### src/rtl/com_ctrl.sv
// Command sequencer: takes decoded packets from the decoder, configures the ADC/trigger path,
// gates streaming and requests reply packets; every downstream handshake is bounded by TIMEOUT.
module com_ctrl #(
    parameter logic [15:0] TIMEOUT    = 16'd1000,
    parameter logic [3:0]  BTYPE_CONF = 4'h1,
    parameter logic [3:0]  BTYPE_READ = 4'h2,
    parameter logic [3:0]  BTYPE_STOP = 4'h3,
    parameter logic [3:0]  BTYPE_RXD0 = 4'h4,
    parameter logic [3:0]  BTYPE_RXD1 = 4'h5
) (
    input  logic        clk,
    input  logic        rst,
    input  logic        fs_read,
    output logic        fd_read,
    input  logic [3:0]  btype,
    input  logic [11:0] com_cmd,
    input  logic [39:0] trgg_cmd,
    output logic        fs_conf,
    input  logic        fd_conf,
    output logic [11:0] conf_cmd,
    output logic [39:0] trgg_cfg,
    output logic        run_en,
    output logic        fs_send,
    input  logic        fd_send,
    output logic [3:0]  send_type,
    output logic [7:0]  err_cnt,
    output logic [7:0]  rej_cnt
);

    typedef enum logic [5:0] {
        S_IDLE = 6'h01,
        S_WAIT = 6'h02,
        S_TAKE = 6'h04,
        S_CONF = 6'h08,
        S_SEND = 6'h10,
        S_DONE = 6'h20
    } state_t;

    state_t      state_q, state_d;
    logic [11:0] conf_cmd_q, conf_cmd_d;
    logic [39:0] trgg_cfg_q, trgg_cfg_d;
    logic        run_en_q, run_en_d;
    logic [3:0]  send_type_q, send_type_d;
    logic [7:0]  err_cnt_q, err_cnt_d;
    logic [7:0]  rej_cnt_q, rej_cnt_d;
    logic [15:0] tmo_q, tmo_d;
    logic        tmo_fire;

    function automatic logic [7:0] sat_inc(input logic [7:0] v);
        return (v == 8'hFF) ? v : v + 8'd1;
    endfunction

    // Fires on the last allowed cycle; a done strobe in the same cycle still wins.
    assign tmo_fire = (tmo_q == TIMEOUT - 16'd1);

    always_comb begin
        state_d     = state_q;
        conf_cmd_d  = conf_cmd_q;
        trgg_cfg_d  = trgg_cfg_q;
        run_en_d    = run_en_q;
        send_type_d = send_type_q;
        err_cnt_d   = err_cnt_q;
        rej_cnt_d   = rej_cnt_q;

        case (state_q)
            S_IDLE: state_d = S_WAIT;
            S_WAIT: begin
                if (fs_read) begin
                    state_d = S_TAKE;
                end
            end
            S_TAKE: begin
                state_d = S_DONE;
                if (btype == BTYPE_CONF) begin
                    if (run_en_q) begin
                        rej_cnt_d = sat_inc(rej_cnt_q);
                    end else begin
                        conf_cmd_d = com_cmd;
                        trgg_cfg_d = trgg_cmd;
                        state_d    = S_CONF;
                    end
                end else if (btype == BTYPE_READ) begin
                    run_en_d = 1'b1;
                end else if (btype == BTYPE_STOP) begin
                    run_en_d = 1'b0;
                end else if (btype == BTYPE_RXD0 || btype == BTYPE_RXD1) begin
                    send_type_d = btype;
                    state_d     = S_SEND;
                end else begin
                    rej_cnt_d = sat_inc(rej_cnt_q);
                end
            end
            S_CONF: begin
                if (fd_conf) begin
                    send_type_d = BTYPE_CONF;
                    state_d     = S_SEND;
                end else if (tmo_fire) begin
                    err_cnt_d = sat_inc(err_cnt_q);
                    state_d   = S_DONE;
                end
            end
            S_SEND: begin
                if (fd_send) begin
                    state_d = S_DONE;
                end else if (tmo_fire) begin
                    err_cnt_d = sat_inc(err_cnt_q);
                    state_d   = S_DONE;
                end
            end
            S_DONE: begin
                if (!fs_read) begin
                    state_d = S_IDLE;
                end
            end
            default: state_d = S_IDLE;
        endcase
    end

    always_comb begin
        tmo_d = tmo_q;
        if (state_d != state_q) begin
            tmo_d = 16'd0;
        end else if (state_q == S_CONF || state_q == S_SEND) begin
            tmo_d = tmo_q + 16'd1;
        end
    end

    always_ff @(posedge clk or posedge rst) begin
        if (rst) begin
            state_q     <= S_IDLE;
            conf_cmd_q  <= 12'd0;
            trgg_cfg_q  <= 40'd0;
            run_en_q    <= 1'b0;
            send_type_q <= 4'd0;
            err_cnt_q   <= 8'd0;
            rej_cnt_q   <= 8'd0;
            tmo_q       <= 16'd0;
        end else begin
            state_q     <= state_d;
            conf_cmd_q  <= conf_cmd_d;
            trgg_cfg_q  <= trgg_cfg_d;
            run_en_q    <= run_en_d;
            send_type_q <= send_type_d;
            err_cnt_q   <= err_cnt_d;
            rej_cnt_q   <= rej_cnt_d;
            tmo_q       <= tmo_d;
        end
    end

    assign fs_conf   = (state_q == S_CONF);
    assign fs_send   = (state_q == S_SEND);
    assign fd_read   = (state_q == S_DONE);
    assign conf_cmd  = conf_cmd_q;
    assign trgg_cfg  = trgg_cfg_q;
    assign run_en    = run_en_q;
    assign send_type = send_type_q;
    assign err_cnt   = err_cnt_q;
    assign rej_cnt   = rej_cnt_q;

endmodule

### config.mk
export PLATFORM = sky130hd
export DESIGN_NAME = com_ctrl
export DESIGN_NICKNAME = d
export VERILOG_FILES = /design/src/rtl/com_ctrl.sv
export SDC_FILE = /design/constraint.sdc
export NUM_CORES = 1
export LEC_CHECK = 0
export CAP_MARGIN = 20
export CORE_ASPECT_RATIO = 0.9
export CORE_MARGIN = 10
export CORE_UTILIZATION = 49
export CTS_CLUSTER_DIAMETER = 200
export CTS_CLUSTER_SIZE = 12
export DETAILED_ROUTE_END_ITERATION = 10
export GPL_TIMING_DRIVEN = 0
export PLACE_DENSITY_LB_ADDON = 0.12
export SYNTH_ARGS = -nofsm -noshare
export SYNTH_HDL_FRONTEND = slang
export SYNTH_SLANG_ARGS = --single-unit
export TNS_END_PERCENT = 50
### constraint.sdc
create_clock -name clk -period 7.6 [get_ports clk]
set_input_delay 0.76 -clock clk [delete_from_list [all_inputs] [get_ports clk]]
set_output_delay 0.76 -clock clk [all_outputs]
set_load 0.02 [all_outputs]
==> impl_metrics.yaml <==
pwr:
  p_int_w: 0.000869
  p_leak_nw: 2.65
  seqPwrFrac_pct: 49.4
  powerDensity_mw_per_mm2: 212
  power_frac_clock_pct: 23.8
  switchingPower_w: 0.000371
  switching_share_pct: 29.9
  p_comb_share_pct: 26.7
  max-vdd-ir-drop_mv: 0.162
critical_path:
  max_stage_delay_ns: 0.64
  reg2reg_slack_ns: 5.55
  startpoint_type: "flip-flop"
  cp.arrival_ns: 2.08
  crit_path_end_kind: "output port"
  path_max_fanout: 6
  cp_slowest_cell: "clkdlybuf4s50_1"
  worstSetupPathType: "reg -> out"
  worstPathRequired_ns: 6.84
  path_cells: "nor4b_2 -> nand2_1 -> inv_1 -> clkdlybuf4s50_1"
  reg2reg_depth: 5
drt:
  vias: 3040
  via_per_inst: 5.22
  wl_per_cell_um: 17.3
  drtAntennaViolNets: 0
  wirelength_um: 10000
  drt_iter0_drc: 172
  first_pass_iters: 4
  route.detailed.drc: 0
yosys:
  synth-seq-cells: 95
  synth_edf_count: 0
  yosys_warnings: 0
  synth-main-ff-cell: "dfrtp_1"
  async_flop_share_pct: 100
  synth_seq_area_share_pct: 57.4
  syn_area_mm2: 0.00415
  synth_cell_type_count: 42
  syn_avg_cell_area_um2: 12.6
  synth_nets: 394
  syn-instance-count: 330
die:
  fp.dieH_um: 107
  io_pins: 137
  initial_utilization_pct: 50.9
  dieArea_mm2: 0.0125
  rows: 31
  coreArea_mm2: 0.00815
  fp.dieW_um: 117
global_routing:
  grt_start_max_net_pins: 55
  grt_pass1_vias: 3270
  gr-total-overflow: 0
  track_usage_pct: 16.4
  antenna_found_initial: 0
  grt_pass1_wl_um: 16400
clock_tree:
  insertion_delay_ns: 0.34
  post_cts_buffers: 0
  cts_num_sinks: 95
  clockBufferDepth: 2
  clock-root-buffer: "clkbuf_8"
  cts_buffers: 9
  post_cts_resize_count: 0
  htree_levels: 3
  clk_pin_slew_ns: 0.09
  tritoncts: "yes"
  cts_hold_buf: 0
hold_path:
  hp-class: "reg -> reg"
  worstHoldPathCells: 1
sta:
  slew_viol_final: 0
  hold_viol: 0
  setup_viol: 0
  slew_headroom_pct: 65.0
  layout_min_cycle_time_ns: 2.84
  rsz0062_at_grt: "false"
  max_freq_mhz: 352
  worst_pin_slew_ns: 0.524
  setup-tns-final_ns: 0
  fin_hold_ws_ns: 0.506
  post-route-period-util_pct: 37.3
  fin_skew_ns: 0.00741
cells_and_area:
  fin_util_pct: 71.7
  syn_to_final_growth_pct: 40.8
  n_antenna_cell: 0
  drive_above_1_share_pct: 16.8
  final_nets: 542
placed_design:
  globalplace.congestion: 0.864
  hpwlAfterDp_um: 7780
  portBuffers: 136
run:
  cap_violations: 0
status:
  outcome: "finished clean"
==> Yosys cell counts, types with 2 or more instances <==
| cell type | n | area (µm²) |
|---|---|---|
| and4_1 | 3 | 26.3 |
| buf_6 | 5 | 56.3 |
| nor4_1 | 6 | 37.5 |
| nand2_1 | 19 | 71.3 |
| and4b_1 | 2 | 20.0 |
| mux2_1 | 5 | 56.3 |
| o21ai_0 | 7 | 35.0 |
| nand3_1 | 17 | 85.1 |
| inv_1 | 9 | 33.8 |
| ha_1 | 3 | 37.5 |
| nand4_1 | 6 | 37.5 |
| nor2_1 | 30 | 113 |
| nand2b_1 | 2 | 12.5 |
| mux2_2 | 49 | 552 |
| dfrtp_1 | 94 | 2350 |
| xnor2_1 | 21 | 184 |
| and3_1 | 6 | 37.5 |
| and2_1 | 5 | 31.3 |
| xor2_1 | 9 | 78.8 |
| nor3_1 | 9 | 45.0 |
| nor2b_1 | 2 | 12.5 |
==> state kept, by name, indices dropped and copies added, names as in the netlist <==
name       flops
send_type      4
tmo_q         16
run_en         1
state_q        6
trgg_cfg      40
conf_cmd      12
rej_cnt        8
err_cnt        8
==> critical path, delay by kind of cell, from the launching register on <==
| family | cells | cell delay [ns] |
|---|---|---|
| DFF | 1 | 0.46 |
| buffers and inverters | 2 | 0.76 |
| and+or+nand+nor | 2 | 0.50 |
==> cells in the final DEF (no fill, tap or decap), drive strengths merged, types with 2 or more instances in the layout <==
cell type / n
clkinvlp: 2
a41oi: 2
o21ai: 7
nand4: 6
inv: 9
mux2: 54
nor2b: 2
clkbuf: 12
clkdlybuf4s50: 136
xor2: 9
and2: 5
nor3: 9
nand2: 20
xnor2: 21
and3: 6
nand2b: 2
nor2: 30
and4: 3
dfrtp: 94
ha: 3
clkinv: 3
nand3: 17
nor4: 7
buf: 8
and4b: 2
==> routing by layer <==
| metal | track usage (%) | share of wire [%] | routed length [µm] |
|---|---|---|---|
| met1 | 18.6 | 40 | 3970 |
| met2 | 27.4 | 50 | 5050 |
| met3 | 7.86 | 9.9 | 994 |
| met4 | 3.44 | 0.36 | 36 |
| met5 | 0 | 0 | 0 |
==> per-stage QoR <==
step           setup WS [ns]  total power (W)  instance area (µm²)  std cells
2_1_floorplan           4.36         0.000782                 4150        330
3_3_place_gp            2.90         0.000947                 5630        565
3_5_place_dp            5.08         0.000958                 5660        566
4_1_cts                 4.74          0.00125                 5840        582
5_1_grt                 4.62          0.00130                 5840        582
6_report                4.76          0.00124                 5840        582
==> final timing paths <==
kind,from,endpoint
setup / recovery,state_q[2]$_DFF_PP0_,fs_conf
hold / removal,trgg_cfg[0]$_DFFE_PP0P_,trgg_cfg[0]$_DFFE_PP0P_
setup reg to reg,tmo_q[10]$_DFFE_PP0P_,err_cnt[1]$_DFFE_PP0P_
hold reg to reg,trgg_cfg[0]$_DFFE_PP0P_,trgg_cfg[0]$_DFFE_PP0P_
max in group asynchronous,rst,state_q[0]$_DFF_PP1_
min in group asynchronous,rst,trgg_cfg[30]$_DFFE_PP0P_
==> cells by family (layout without fill, tap and decap cells) <==
| group | after synthesis | in the layout | share of synthesized area [%] |
|---|---|---|---|
| flip-flops | 95 | 95 | 57.4 |
| AND/OR/NAND/NOR | 112 | 112 | 14.3 |
| adder cells (fa/ha/maj) | 3 | 3 | 0.905 |
| buffers and inverters | 17 | 170 | 2.56 |
| XOR/XNOR | 30 | 30 | 6.34 |
| multiplexers | 55 | 55 | 14.9 |
| AO/OA/AOI/OAI | 18 | 18 | 3.59 |
==> power groups by stage <==
| stage | Combinational (W) | Sequential [W] | Clock, W |
|---|---|---|---|
| after global routing | 0.000359 | 0.000623 | 0.000322 |
| after global placement | 0.000329 | 0.000617 | 0 |
| after floorplan | 0.000100 | 0.000681 | 0 |
| final | 0.000331 | 0.000612 | 0.000296 |
| after detailed placement | 0.000336 | 0.000622 | 0 |
| after CTS | 0.000338 | 0.000612 | 0.000305 |
==> final cells by class <==
class	instances	area, µm²
Sequential cell	95	2380
Buffer	8	72.6
Timing Repair Buffer	137	1390
Multi-Input combinational cell	218	1660
Clock inverter	5	33.8
Clock buffer	11	141
Tap cell	99	124
Fill cell	630	2310
Inverter	9	36.3
No activity file was read; power rests on OpenSTA's default activity.
